--- config.mk ---
export PLATFORM = sky130hd
export DESIGN_NAME = tl_ram_arbiter_flat
export DESIGN_NICKNAME = d
export VERILOG_FILES = /design/src/rtl/tl_ram_arbiter_pkg.sv /design/src/rtl/tl_ram_arbiter_if.sv /design/src/rtl/tl_ram_arbiter_rr_pick.sv /design/src/rtl/tl_ram_arbiter.sv /design/src/flat_wrapper.sv
export SDC_FILE = /design/constraint.sdc
export NUM_CORES = 1
export LEC_CHECK = 0
export CAP_MARGIN = 20
export CORE_AREA = 2 2 119 121
export DETAILED_ROUTE_END_ITERATION = 8
export DIE_AREA = 0 0 121 123
export SYNTH_ARGS = -nofsm -noshare
export SYNTH_HDL_FRONTEND = slang
export SYNTH_HIERARCHICAL = 1
export SYNTH_SLANG_ARGS = --single-unit
--- constraint.sdc ---
create_clock -name clk -period 3.4 [get_ports clk]
set_input_delay 0.68 -clock clk [delete_from_list [all_inputs] [get_ports clk]]
set_output_delay 0.68 -clock clk [all_outputs]
set_load 0.005 [all_outputs]
--- src/rtl/tl_ram_arbiter_pkg.sv ---
// Shared types for the two-requester TileLink RAM arbiter: FSM state, port index,
// bus widths and the TL-UL opcode values carried on the A channel.
package tl_arb_pkg;

   localparam int unsigned TL_AW  = 32;
   localparam int unsigned TL_DW  = 32;
   localparam int unsigned TL_OPW = 3;

   localparam logic [TL_OPW-1:0] TL_OP_PUT_FULL    = 3'd0;
   localparam logic [TL_OPW-1:0] TL_OP_PUT_PARTIAL = 3'd1;
   localparam logic [TL_OPW-1:0] TL_OP_GET         = 3'd4;

   typedef enum logic [1:0] {
      IDLE    = 2'd0,
      A_PHASE = 2'd1,
      D_PHASE = 2'd2
   } arb_state_e;

   typedef logic port_idx_t;

endpackage

--- src/rtl/tl_ram_arbiter_if.sv ---
// Minimal TileLink-UL style channel: A request with valid/ready, single-beat D response.
interface tilelink
   import tl_arb_pkg::*;
   ();

   logic              a_valid;
   logic              a_ready;
   logic [TL_OPW-1:0] a_opcode;
   logic [TL_AW-1:0]  a_address;
   logic [TL_DW-1:0]  a_data;
   logic              d_valid;
   logic              d_ready;
   logic [TL_DW-1:0]  d_data;

   modport master (
      output a_valid, a_opcode, a_address, a_data, d_ready,
      input  a_ready, d_valid, d_data
   );

   modport slave (
      input  a_valid, a_opcode, a_address, a_data, d_ready,
      output a_ready, d_valid, d_data
   );

endinterface

--- src/rtl/tl_ram_arbiter_rr_pick.sv ---
// Two-input grant picker: round-robin against the last-granted pointer, or m0-first.
module rr_pick
   import tl_arb_pkg::*;
#(
   parameter bit FIXED_PRIO = 1'b0
) (
   input  logic [1:0] req,
   input  port_idx_t  last,
   output port_idx_t  gnt
);

   always_comb begin
      gnt = 1'b0;
      if (!FIXED_PRIO && req == 2'b11) begin
         gnt = ~last;
      end else begin
         gnt = req[0] ? 1'b0 : 1'b1;
      end
   end

endmodule

--- src/rtl/tl_ram_arbiter.sv ---
// Arbitrates two TileLink requesters onto one RAM channel, one transaction outstanding,
// with an idle bubble between transactions.
module tl_ram_arbiter
   import tl_arb_pkg::*;
#(
   parameter int unsigned FIXED_PRIO = 0
) (
   input  logic   clk,
   input  logic   rst_n,
   tilelink.slave  m0,
   tilelink.slave  m1,
   tilelink.master ram
);

   arb_state_e state;
   port_idx_t  gnt;
   port_idx_t  last;
   port_idx_t  pick;
   logic [1:0] req;
   logic       gnt_a_valid;
   logic       gnt_d_ready;

   assign req = {m1.a_valid, m0.a_valid};

   rr_pick #(
      .FIXED_PRIO(FIXED_PRIO != 0)
   ) u_rr_pick (
      .req (req),
      .last(last),
      .gnt (pick)
   );

   always_comb begin
      gnt_a_valid = gnt ? m1.a_valid : m0.a_valid;
      gnt_d_ready = gnt ? m1.d_ready : m0.d_ready;
   end

   // Pointer updates on every grant, even one later abandoned in A_PHASE.
   always_ff @(posedge clk or negedge rst_n) begin
      if (!rst_n) begin
         state <= IDLE;
         gnt   <= 1'b0;
         last  <= 1'b1;
      end else begin
         case (state)
            IDLE: begin
               if (|req) begin
                  gnt   <= pick;
                  last  <= pick;
                  state <= A_PHASE;
               end
            end
            A_PHASE: begin
               if (!gnt_a_valid) begin
                  state <= IDLE;
               end else if (ram.a_ready) begin
                  state <= D_PHASE;
               end
            end
            D_PHASE: begin
               if (ram.d_valid && gnt_d_ready) begin
                  state <= IDLE;
               end
            end
            default: state <= IDLE;
         endcase
      end
   end

   always_comb begin
      ram.a_valid   = 1'b0;
      ram.a_opcode  = gnt ? m1.a_opcode  : m0.a_opcode;
      ram.a_address = gnt ? m1.a_address : m0.a_address;
      ram.a_data    = gnt ? m1.a_data    : m0.a_data;
      ram.d_ready   = 1'b0;
      m0.a_ready    = 1'b0;
      m1.a_ready    = 1'b0;
      m0.d_valid    = 1'b0;
      m1.d_valid    = 1'b0;
      m0.d_data     = ram.d_data;
      m1.d_data     = ram.d_data;
      case (state)
         A_PHASE: begin
            ram.a_valid = gnt_a_valid;
            if (gnt) m1.a_ready = ram.a_ready;
            else     m0.a_ready = ram.a_ready;
         end
         D_PHASE: begin
            ram.d_ready = gnt_d_ready;
            if (gnt) m1.d_valid = ram.d_valid;
            else     m0.d_valid = ram.d_valid;
         end
         default: ;
      endcase
   end

endmodule

--- src/flat_wrapper.sv ---
// flat-port wrapper written by rule: the top's interface ports become plain ports
module tl_ram_arbiter_flat import tl_arb_pkg::*;
#(
   parameter int unsigned FIXED_PRIO = 0
)
  (clk, rst_n, m0_a_valid, m0_a_opcode, m0_a_address, m0_a_data, m0_d_ready, m0_a_ready, m0_d_valid, m0_d_data, m1_a_valid, m1_a_opcode, m1_a_address, m1_a_data, m1_d_ready, m1_a_ready, m1_d_valid, m1_d_data, ram_a_valid, ram_a_opcode, ram_a_address, ram_a_data, ram_d_ready, ram_a_ready, ram_d_valid, ram_d_data);
  tilelink m0_i ();
  tilelink m1_i ();
  tilelink ram_i ();
  input  logic clk;
  input  logic rst_n;
  input wire logic [$bits(m0_i.a_valid)-1:0] m0_a_valid;
  input wire logic [$bits(m0_i.a_opcode)-1:0] m0_a_opcode;
  input wire logic [$bits(m0_i.a_address)-1:0] m0_a_address;
  input wire logic [$bits(m0_i.a_data)-1:0] m0_a_data;
  input wire logic [$bits(m0_i.d_ready)-1:0] m0_d_ready;
  output wire logic [$bits(m0_i.a_ready)-1:0] m0_a_ready;
  output wire logic [$bits(m0_i.d_valid)-1:0] m0_d_valid;
  output wire logic [$bits(m0_i.d_data)-1:0] m0_d_data;
  input wire logic [$bits(m1_i.a_valid)-1:0] m1_a_valid;
  input wire logic [$bits(m1_i.a_opcode)-1:0] m1_a_opcode;
  input wire logic [$bits(m1_i.a_address)-1:0] m1_a_address;
  input wire logic [$bits(m1_i.a_data)-1:0] m1_a_data;
  input wire logic [$bits(m1_i.d_ready)-1:0] m1_d_ready;
  output wire logic [$bits(m1_i.a_ready)-1:0] m1_a_ready;
  output wire logic [$bits(m1_i.d_valid)-1:0] m1_d_valid;
  output wire logic [$bits(m1_i.d_data)-1:0] m1_d_data;
  output wire logic [$bits(ram_i.a_valid)-1:0] ram_a_valid;
  output wire logic [$bits(ram_i.a_opcode)-1:0] ram_a_opcode;
  output wire logic [$bits(ram_i.a_address)-1:0] ram_a_address;
  output wire logic [$bits(ram_i.a_data)-1:0] ram_a_data;
  output wire logic [$bits(ram_i.d_ready)-1:0] ram_d_ready;
  input wire logic [$bits(ram_i.a_ready)-1:0] ram_a_ready;
  input wire logic [$bits(ram_i.d_valid)-1:0] ram_d_valid;
  input wire logic [$bits(ram_i.d_data)-1:0] ram_d_data;
  assign m0_i.a_valid = m0_a_valid;
  assign m0_i.a_opcode = m0_a_opcode;
  assign m0_i.a_address = m0_a_address;
  assign m0_i.a_data = m0_a_data;
  assign m0_i.d_ready = m0_d_ready;
  assign m0_a_ready = m0_i.a_ready;
  assign m0_d_valid = m0_i.d_valid;
  assign m0_d_data = m0_i.d_data;
  assign m1_i.a_valid = m1_a_valid;
  assign m1_i.a_opcode = m1_a_opcode;
  assign m1_i.a_address = m1_a_address;
  assign m1_i.a_data = m1_a_data;
  assign m1_i.d_ready = m1_d_ready;
  assign m1_a_ready = m1_i.a_ready;
  assign m1_d_valid = m1_i.d_valid;
  assign m1_d_data = m1_i.d_data;
  assign ram_a_valid = ram_i.a_valid;
  assign ram_a_opcode = ram_i.a_opcode;
  assign ram_a_address = ram_i.a_address;
  assign ram_a_data = ram_i.a_data;
  assign ram_d_ready = ram_i.d_ready;
  assign ram_i.a_ready = ram_a_ready;
  assign ram_i.d_valid = ram_d_valid;
  assign ram_i.d_data = ram_d_data;
  tl_ram_arbiter #(.FIXED_PRIO(FIXED_PRIO)) u_core (.clk(clk), .rst_n(rst_n), .m0(m0_i), .m1(m1_i), .ram(ram_i));
endmodule
======== Word-level counts from Yosys, hierarchy flattened ========
Index checks and enable logic that the tools add are counted.
word-level totals
  register bits after elaboration ......... 4
  output and inout port bits .............. 137
  word-level logic and storage cells ...... 37
operators by class
  eq/ne operators ......................... 6
  mux-type cells .......................... 22
  bitwise operators ....................... 1
  reductions and logical operators ........ 5
operators by type and width
  operator                                                                count
  32-bit two-way mux                                                      2
  1-bit two-way mux                                                       14
  2-bit two-way mux                                                       4
  2-bit one-hot mux with 3 select lines                                   1
  2-bit equality test (second input constant)                             2
  2-bit by 1-bit != test with 1-bit output (second input constant)        2
  3-bit two-way mux                                                       1
  3-bit != test (second input constant)                                   1
  3-bit AND reduction                                                     1
  2-bit by 1-bit equality test with 1-bit output (second input constant)  1
  2-bit logical NOT                                                       1
  2-bit AND reduction                                                     1
  2-bit OR reduction                                                      1
  1-bit logical AND                                                       1
  1-bit inverter                                                          1

======== Logic depth before layout (Yosys ltp) ========
  depth after elaboration ................. 4
  gate-level depth with buffers ........... 4
  gate-level depth less buffers ........... 3

======== Modules after synthesis ========
The synthesis kept the hierarchy.
modules (own cells, without submodules)
  module          instances  cells an instance  area an instance (um^2)  seq. area each (um^2)
  tl_ram_arbiter  1          164                1539.0                   101.3
  rr_pick         1          2                  12.5                     0.0

======== Worst setup path before layout ========
OpenSTA, ideal clock, no wires.
  kind .................................... register to output
  start point ............................. register u_core.gnt
  end point ............................... output m0_a_ready
  data arrival time ....................... 1058 ps
  data required time ...................... 2720 ps
  path slack .............................. 1662 ps
  stages on the path, launching flop included .. 4
  cell sequence ........................... dfrtp_1 -> buf_4 -> buf_4 -> nor4b_1
between the ends
  cells in the longest elaborated chain, start to end .. 2
RTL lines
  item                      line                  text
  start: declaration        tl_ram_arbiter.sv:16  port_idx_t gnt;
  start signal: assignment  tl_ram_arbiter.sv:48  gnt <= pick;
  1-bit two-way mux         tl_ram_arbiter.sv:85  if (gnt) m1.a_ready = ram.a_ready;
  1-bit two-way mux         tl_ram_arbiter.sv:82  case (state)
  end: declaration          flat_wrapper.sv:17    output wire logic [$bits(m0_i.a_ready)-1:0] m0_a_ready;
No other way between the ends.

======== Worst setup path after layout ========
  start point ............................. input ram_a_ready
  end point ............................... output m0_a_ready
between the ends
  cells in the longest elaborated chain, start to end .. 2
RTL lines
  item                line                  text
  start: declaration  flat_wrapper.sv:33    input wire logic [$bits(ram_i.a_ready)-1:0] ram_a_ready;
  1-bit two-way mux   tl_ram_arbiter.sv:85
  1-bit two-way mux   tl_ram_arbiter.sv:82
No other way between the ends.

==> results.yml <==
status:
  status: "finished, final reports clean"
setup_path:
  crit_required_ns: 2.72
  path_buf_inv: 2
  r2r_start: "u_core/gnt"
  setup.worst_path.end_class: "output pin"
  cp.depth: 3
  crit_slowest_cell: "clkdlybuf4s50_1"
  critical_path_class: "in2out"
  worstPathArrival_ns: 2.11
  critPathTopFamily: "buffers and inverters"
  rrSetupSlack_ns: 1.85
  reg2reg_to: "u_core/state[1]"
  crit_end: "m0_a_ready"
  cp-startpoint: "ram_a_ready"
  crit_chain: "clkdlybuf4s50_1 > nor4b_1 > clkdlybuf4s50_1"
  crit_path_start_kind: "primary input"
  crit_fanout: 5
  slowest_delay_ns: 0.59
  cp_common_cell: "clkdlybuf4s50_1"
  rr_worst_depth: 4
cells_and_area:
  final_area_um2: 3490
  areaGrowthSynthToFinish_pct: 125
  fill_cells: 1455
  layout.nets: 489
  diodes: 0
  seq_area_um2: 103
  drive_gt1_share_pct: 24.8
  multi_input_area_um2: 907
power_and_ir_drop:
  ir_drop_v: 0.000169
  power.density_nw_per_um2: 473
  p_leak_nw: 1.27
  finalPower_mw: 1.65
logic_synthesis:
  syn_avg_cell_area_um2: 9.35
  synth_top_family_by_area: "multiplexers"
  yosysUniqueCellTypes: 20
  synth_compound_area_share_pct: 2.10
  synth_xor_area_share_pct: 0
  synthSimpleGateAreaFrac_pct: 5.00
  async_reset_ff_share_pct: 100
  syn-num-nets: 340
  synth_fa_ha_area_share_pct: 0
  synth_area_um2: 1550
  seq_area_frac_synth_pct: 6.53
  synthMuxAreaShare_pct: 51.4
  synth_edf_count: 0
  syn_inst: 166
  yosysWarnings: 6
  synthFlopType: "dfrtp_1"
  ys_ff_latch: 4
die:
  die_width_um: 121
  rows: 43
  die_y_um: 123
  pin_count: 311
  die_area_um2: 14900
  initial_utilization_pct: 11.4
  core_area_um2: 13600
run:
  drv_cap: 0
timing:
  fin_crit_sh_pct: 82.0
  hold_viol_final: 0
  final_max_slew_viol_count: 0
  setup_viol_count_final: 0
  grt_setup_unrepaired: "false"
  timing.setup.tns_ns: 0
  fin_skew_ns: 0.00315
  worst_pin_slew_ns: 0.530
  max_freq_ghz: 0.359
  hold_ws_ns: 0.605
  relSlewSlack_pct: 64.7
  fin_crit_ns: 2.79
placed_design:
  place_area_um2: 3410
  gp_congestion: 0.717
  dp_hpwl_um: 6600
  io_buffers: 214
clocking:
  clock_tree.root_cell: "clkbuf_16"
  cts_buffer_depth: 2
  ctsResizeCount: 0
  cts.sinks: 4
  numCtsBuffers: 3
  cts_tree: "built"
  post_cts_buffers: 0
  clkTransAtPathRegs_ns: 0.03
  cts_hold_buffers: 0
  htreeDepth: 1
  clk_latency_ns: 0.22
worst_hold_path:
  min-delay-path-class: "reg2reg"
detailed_routing:
  vias: 1789
  avgRoutedWirePerCell_um: 15.1
  first_pass_iters: 2
  drc: 0
  drt_iter0_drc: 11
  vias_per_cell: 3.62
  wirelength_um: 7480
  ant_nets: 0
global_route:
  grt_max_degree: 44
  antenna_found_initial: 0
  overflow: 0
  grt_pass1_vias: 1835
  grt_usage_pct: 8.65
  grt_pass1_wl_um: 9740
## cells in the mapped netlist, drive strengths merged (2+ instances only)
cell type | number | area share [%]
inv | 2 | 0.48
dfrtp | 3 | 4.8
mux2 | 69 | 50
nand2 | 2 | 0.48
nor2 | 2 | 0.48
o21ai | 3 | 1.2
nor2b | 2 | 0.81
mux2i | 2 | 1.3
nor3 | 2 | 0.97
buf | 72 | 35
## final cells by class
type	instances	area share, %
Sequential cell	4	2.94
Inverter	2	0.215
Timing Repair Buffer	216	62.2
Multi-Input combinational cell	88	26.0
Tap cell	180	6.45
Clock buffer	4	2.26
## sequential cells by signal, indices dropped and copies added (netlist names)
| register | cells |
|---|---|
| u_core/gnt | 1 |
| u_core/state | 2 |
| u_core/last | 1 |
## how the worst min path moves through the flow
stage               startpoint              end  slack (ns)  cells past startpoint
2_1_floorplan            rst_n       u_core/gnt        0.38                      0
3_3_place_gp   u_core/state[1]  u_core/state[0]        0.60                      1
3_5_place_dp   u_core/state[1]  u_core/state[0]        0.60                      1
4_1_cts        u_core/state[1]  u_core/state[0]        0.62                      1
5_1_grt        u_core/state[1]  u_core/state[0]        0.64                      1
6_report       u_core/state[1]  u_core/state[0]        0.61                      1
## per-stage QoR
step	instances	setup slack, ns	utilization, %
after detailed placement	490	0.569	25.1
after floorplan	166	1.66	-
after global routing	494	0.512	25.6
final	494	0.611	25.6
after global placement	490	0.603	25.1
after CTS	494	0.546	25.6
## where the power goes
group / switching, mW / leakage, nW / total, mW / internal (mW)
registers: 0.0748 / 0.0460 / 0.151 / 0.0759
clock network: 0.0333 / 0.0382 / 0.188 / 0.155
logic: 0.399 / 1.18 / 1.31 / 0.912
## logic make-up (layout without fill, tap and decap cells)
family | after synthesis | in the layout
compound gates | 5 | 5
simple gates | 12 | 12
buf+inv | 74 | 222
flops | 4 | 4
mux | 71 | 71
## routing by layer
metal	vias up	track usage [%]	share of wire, %
met1	788	8.16	32
met5	-	0	0
met4	0	1.67	1.4
met3	9	3.60	15
li1	807	-	-
met2	185	17.3	51
## layout by cell type (no fill, tap or decap), types with 2 or more instances in the layout
master,instances
mux2_2,69
clkdlybuf4s50_1,214
inv_1,2
nor2b_1,2
nand2_1,2
nor2_1,2
o21ai_0,2
dfrtp_1,2
clkbuf_16,3
mux2i_1,2
No activity file was read; power rests on OpenSTA's default activity.
==> RTL edit 1, RTL diff (same settings) <==
The 3 states of `arb_state_e` get a one-hot encoding in 3 bits.
--- a/src/rtl/tl_ram_arbiter_pkg.sv
+++ b/src/rtl/tl_ram_arbiter_pkg.sv
@@ -10,10 +10,10 @@
    localparam logic [TL_OPW-1:0] TL_OP_PUT_PARTIAL = 3'd1;
    localparam logic [TL_OPW-1:0] TL_OP_GET         = 3'd4;
 
-   typedef enum logic [1:0] {
-      IDLE    = 2'd0,
-      A_PHASE = 2'd1,
-      D_PHASE = 2'd2
+   typedef enum logic [2:0] {
+      IDLE    = 3'b001,
+      A_PHASE = 3'b010,
+      D_PHASE = 3'b100
    } arb_state_e;
 
    typedef logic port_idx_t;
Check against the original RTL: same outputs for any inputs over 10 cycles, from zero or initial values and one cycle with rst_n low; not proved beyond that.
==> RTL edit 1 against the original RTL <==
  * Core utilization grew 0.20 points
  * Design area grew 0.79%
  * Fmax grew 2.9%
  * Total power shrank 0.92%
  * First-iteration DRC count shrank 27%
  * Synthesized area grew 4.4%
  * Sequential cell count grew 1
  * Routed wire length shrank 11%
  * Worst setup slack gained 0.078 ns
  * Highest routed layer unchanged
  * Cell count grew 0.40%
==> RTL edit 1: results (changes against the original RTL) <==
- H-tree lvl count: 1 (unchanged)
- Routability Congestion: 0.696 (-2.9%)
- Share of cells above drive strength 1: 25.3% (+0.48 points)
- Top Layer Used: met4
- Synth top cells by count: mux2_2 (69), buf_4 (65), clkbuf_8 (4)
- Fin Hold WS: 0.624 ns (+0.0189 ns)
- CTS root buf: clkbuf_16
- Top flop regs: u_core/state: 3 flops, u_core/gnt: 1 flops, u_core/last: 1 flops
- Slew @ Worst Pin: 0.380 ns (-0.150 ns)
- Mapped Nets: 342 (+0.59%)
- GRT Util Overall: 7.86% (-0.79 points)
- Worst setup path startpoint: m0_a_valid
- Slack of the worst reg-to-reg path: 2.26 ns (+0.41 ns)
- Reg2reg end: u_core/gnt
- Status: completed
- Sequential-to-total area share from yosys stat: 7.88% (+1.3 points)
- Vias in the first global route: 1812 (-1.3%)
- Inserted Clock Buffers: 3 (unchanged)
- Yosys cell types: 18 (-10%)
- FFs w/ async S/R, synth: 100% (unchanged)
- Diodes inserted: 0 (unchanged)
- Peak VDD IR: 293 uV (+74%)
- Clock Latency Late Sink: 0.23 ns
- Setup bufs post-CTS: 0 (unchanged)
- WP data arrival: 2.03 ns (-0.08 ns)
- Crit path max fanout: 3 (-2)
- HP Class: flip-flop to flip-flop
- Cells on worst reg2reg path: 2 (-2)
- 1st-iter DRT viols: 8 (-3)
- Pleak: 0.00130 uW (+2.3%)
- Worst Skew: 0.00107 ns (-0.00208 ns)
- Pint: 1150 uW (+0.32%)
- Detailed route wirelength on metal2: 3130 um (-19%)
- CP endpoint: ram_a_valid
- Largest net degree at the start of global routing: 37 (-16%)
- Synth Warn #: 6 (unchanged)
- Drt total wl: 6690 um (-11%)
- I/O Buffers: 214 (unchanged)
- Top_reg_cell synth: dfrtp_1
- Clock tree buffer depth: 2 (unchanged)
- Filler instances: 1431 (-1.6%)
- Via density: 3.52 (-2.9%)
- Reg2reg start: u_core/state[0]
- Pre-antenna DRT Iters: 4 (+2)
- Number of nets in the layout: 491 (+0.41%)
- DP Wirelength: 5700 um (-14%)
- CTS clk-pin slew, worst paths: 0.03 ns (about the same)
- Global-route wire length before repair: 9250 um (-5.0%)
- Top area cells in the synthesized netlist: mux2_2 (48%), buf_4 (30%), dfrtp_1 (4.6%)
- WL met1: 2550 um (+6.8%)
- Post-cts resize count: 0 (unchanged)
- Met3 WL: 941 um (-18%)
- Antenna violations before repair: 0 (unchanged)
-- RTL edit 1: worst min-delay path by stage --
stage                startpoint          end  cells after the start
global placement    u_core/last  u_core/last                      1
floorplan                 rst_n   u_core/gnt                      0
CTS                 u_core/last  u_core/last                      1
detailed placement  u_core/last  u_core/last                      1
global route        u_core/last  u_core/last                      1
finish              u_core/last  u_core/last                      1
-- RTL edit 1: power by group through the flow --
stage | Combinational (uW) | Clock, uW | Sequential [uW]
final | 1310 | 193 | 135
after global routing | 1400 | 204 | 140
after CTS | 1330 | 195 | 137
after detailed placement | 1320 | 0 | 137
after global placement | 1320 | 0 | 137
after floorplan | 721 | 0 | 112
-- RTL edit 1: cell type report --
class	instances	area [um2]	share of cell area, %
clock buffers	4	78.8	2.24
inverters	3	11.3	0.320
multi-input cells	88	905	25.7
flip-flops and latches	5	129	3.66
well taps	180	225	6.40
repair buffers	216	2170	61.7
-- RTL edit 1: cell families after synthesis --
| logic type | share of synthesized area [%] |
|---|---|
| buffers and inverters | 36.3 |
| muxes | 49.2 |
| and+or+nand+nor | 4.71 |
| AOI/OAI and AO/OA | 1.93 |
| DFF | 7.88 |
-- RTL edit 1: per-layer routing --
metal / global-route usage, % / vias up
li1: - / 812
met1: 8.88 / 782
met2: 13.9 / 137
met3: 2.91 / 13
met4: 2.11 / 0
met5: 0 / -
-- RTL edit 1: through the flow --
stage	utilization, %	area (um2)	setup slack, ns	cells
finish	25.8	3520	0.688	496
global route	25.8	3520	0.615	496
CTS	25.8	3520	0.666	496
detailed placement	25.3	3440	0.693	492
global placement	25.3	3440	0.724	492
floorplan	-	1620	1.70	168
-- RTL edit 1: worst max-delay path, stage by stage --
cell             delay [ns]
clkdlybuf4s50_1        0.52
mux2i_1                0.10
nand2b_1               0.18
inv_1                  0.07
clkdlybuf4s50_1        0.49
==> RTL edit 2, RTL diff (same settings) <==
Made on the original files. `FIXED_PRIO` is set to 0 in 3 places; all go to 1.
--- a/src/rtl/tl_ram_arbiter_rr_pick.sv
+++ b/src/rtl/tl_ram_arbiter_rr_pick.sv
@@ -2,7 +2,7 @@
 module rr_pick
    import tl_arb_pkg::*;
 #(
-   parameter bit FIXED_PRIO = 1'b0
+   parameter bit FIXED_PRIO = 1'b1
 ) (
    input  logic [1:0] req,
    input  port_idx_t  last,
--- a/src/rtl/tl_ram_arbiter.sv
+++ b/src/rtl/tl_ram_arbiter.sv
@@ -3,7 +3,7 @@
 module tl_ram_arbiter
    import tl_arb_pkg::*;
 #(
-   parameter int unsigned FIXED_PRIO = 0
+   parameter int unsigned FIXED_PRIO = 1
 ) (
    input  logic   clk,
    input  logic   rst_n,
--- a/src/flat_wrapper.sv
+++ b/src/flat_wrapper.sv
@@ -1,7 +1,7 @@
 // flat-port wrapper written by rule: the top's interface ports become plain ports
 module tl_ram_arbiter_flat import tl_arb_pkg::*;
 #(
-   parameter int unsigned FIXED_PRIO = 0
+   parameter int unsigned FIXED_PRIO = 1
 )
   (clk, rst_n, m0_a_valid, m0_a_opcode, m0_a_address, m0_a_data, m0_d_ready, m0_a_ready, m0_d_valid, m0_d_data, m1_a_valid, m1_a_opcode, m1_a_address, m1_a_data, m1_d_ready, m1_a_ready, m1_d_valid, m1_d_data, ram_a_valid, ram_a_opcode, ram_a_address, ram_a_data, ram_d_ready, ram_a_ready, ram_d_valid, ram_d_data);
   tilelink m0_i ();
Behaviour: not the same (a bounded check fails within 4 cycles, from zero or initial values and one cycle with rst_n low).
==> RTL edit 2 against the original RTL <==
  * Highest routed layer unchanged
  * Worst setup slack lost 0.076 ns
  * Total power shrank 0.23%
  * Register-to-register slack gained 0.14 ns
  * Hold slack gained 0.036 ns
  * Non-clock buffer count shrank 1
  * Die area is the same
  * Routed wire length shrank 11%
  * Cell count shrank 0.81%
  * Design area shrank 1.5%
  * Synthesized area shrank 3.0%
  * Largest cell class unchanged
  * Critical path depth grew 1
  * Sequential cell count shrank 1
==> RTL edit 2: results (changes against the original RTL) <==
- DP Wirelength: 5670 um (-14%)
- WP data arrival: 2.19 ns (+0.08 ns)
- GRT Util Overall: 7.63% (-1.0 points)
- Top flop regs: u_core/state: 2 flops, u_core/gnt: 1 flops
- Slew @ Worst Pin: 0.470 ns (-0.0600 ns)
- Routability Congestion: 0.672 (-6.3%)
- Number of nets in the layout: 485 (-0.82%)
- WL/cell: 13.6 um (-10%)
- Worst Skew: 0.00270 ns (-0.000449 ns)
- Worst setup path startpoint: m0_a_valid
- Via density: 3.37 (-7.0%)
- CP top delay family: buffers and inverters
- Crit path max fanout: 4 (-1)
- Crit path max-delay cell type: clkdlybuf4s50_1
- Cells on worst reg2reg path: 3 (-1)
- Vias in the first global route: 1652 (-10%)
- Largest net degree at the start of global routing: 44 (unchanged)
- Reg2reg end: u_core/state[1]
- Global-route wire length before repair: 8780 um (-9.8%)
- Pleak: 0.00124 uW (-2.1%)
- I/O Buffers: 214 (unchanged)
- H-tree lvl count: 1 (unchanged)
- Share of cells above drive strength 1: 23.9% (-0.97 points)
- Peak VDD IR: 146 uV (-13%)
- Switching part of the total power: 31.1% (+0.34 points)
- Status: completed
- 1st-iter DRT viols: 11 (unchanged)
- Post-cts resize count: 0 (unchanged)
- Mapped Nets: 337 (-0.88%)
- Slack of the worst reg-to-reg path: 1.99 ns (+0.14 ns)
- HP Class: input port to async pin
## RTL edit 2: area by class of cell
class	instances	area [um2]
Tap cell	180	225
Clock buffer	4	78.8
Fill cell	1444	10200
Sequential cell	3	78.8
Inverter	2	7.51
Timing Repair Buffer	215	2160
Multi-Input combinational cell	86	887
## RTL edit 2: stage by stage
stage	setup WS [ns]	hold slack, ns	utilization [%]	instance area, um2	instances
global placement	0.535	0.629	24.7	3360	486
finish	0.534	0.641	25.3	3440	490
global route	0.504	0.663	25.3	3440	490
CTS	0.526	0.643	25.3	3440	490
detailed placement	0.533	0.636	24.7	3360	486
floorplan	1.66	0.384	-	1510	163
## RTL edit 2: metal layers
metal | track usage (%) | vias up | share of wire, %
li1 | - | 797 | -
met1 | 8.04 | 735 | 35
met2 | 14.8 | 107 | 55
met3 | 1.66 | 12 | 9.4
met4 | 2.69 | 0 | 1.2
met5 | 0 | - | 0
## RTL edit 2: worst max path at each step
| stage | to | slack [ns] |
|---|---|---|
| 2_1_floorplan | m0_a_ready | 1.66 |
| 3_3_place_gp | ram_a_valid | 0.53 |
| 3_5_place_dp | ram_a_valid | 0.53 |
| 4_1_cts | ram_a_valid | 0.53 |
| 5_1_grt | ram_a_valid | 0.50 |
| 6_report | ram_a_valid | 0.53 |
## RTL edit 2: worst register-to-register path, delay by kind of cell (launching register included)
family          cells  cell delay [ns]
mux                 1             0.17
flops               1             0.71
compound gates      1             0.16
simple gates        1             0.29
## RTL edit 2: power groups by stage
stage | sequential (uW) | combinational, uW | clock (uW)
2_1_floorplan | 70.4 | 696 | 0
3_3_place_gp | 161 | 1300 | 0
3_5_place_dp | 162 | 1310 | 0
4_1_cts | 162 | 1330 | 194
5_1_grt | 169 | 1380 | 196
6_report | 157 | 1300 | 189
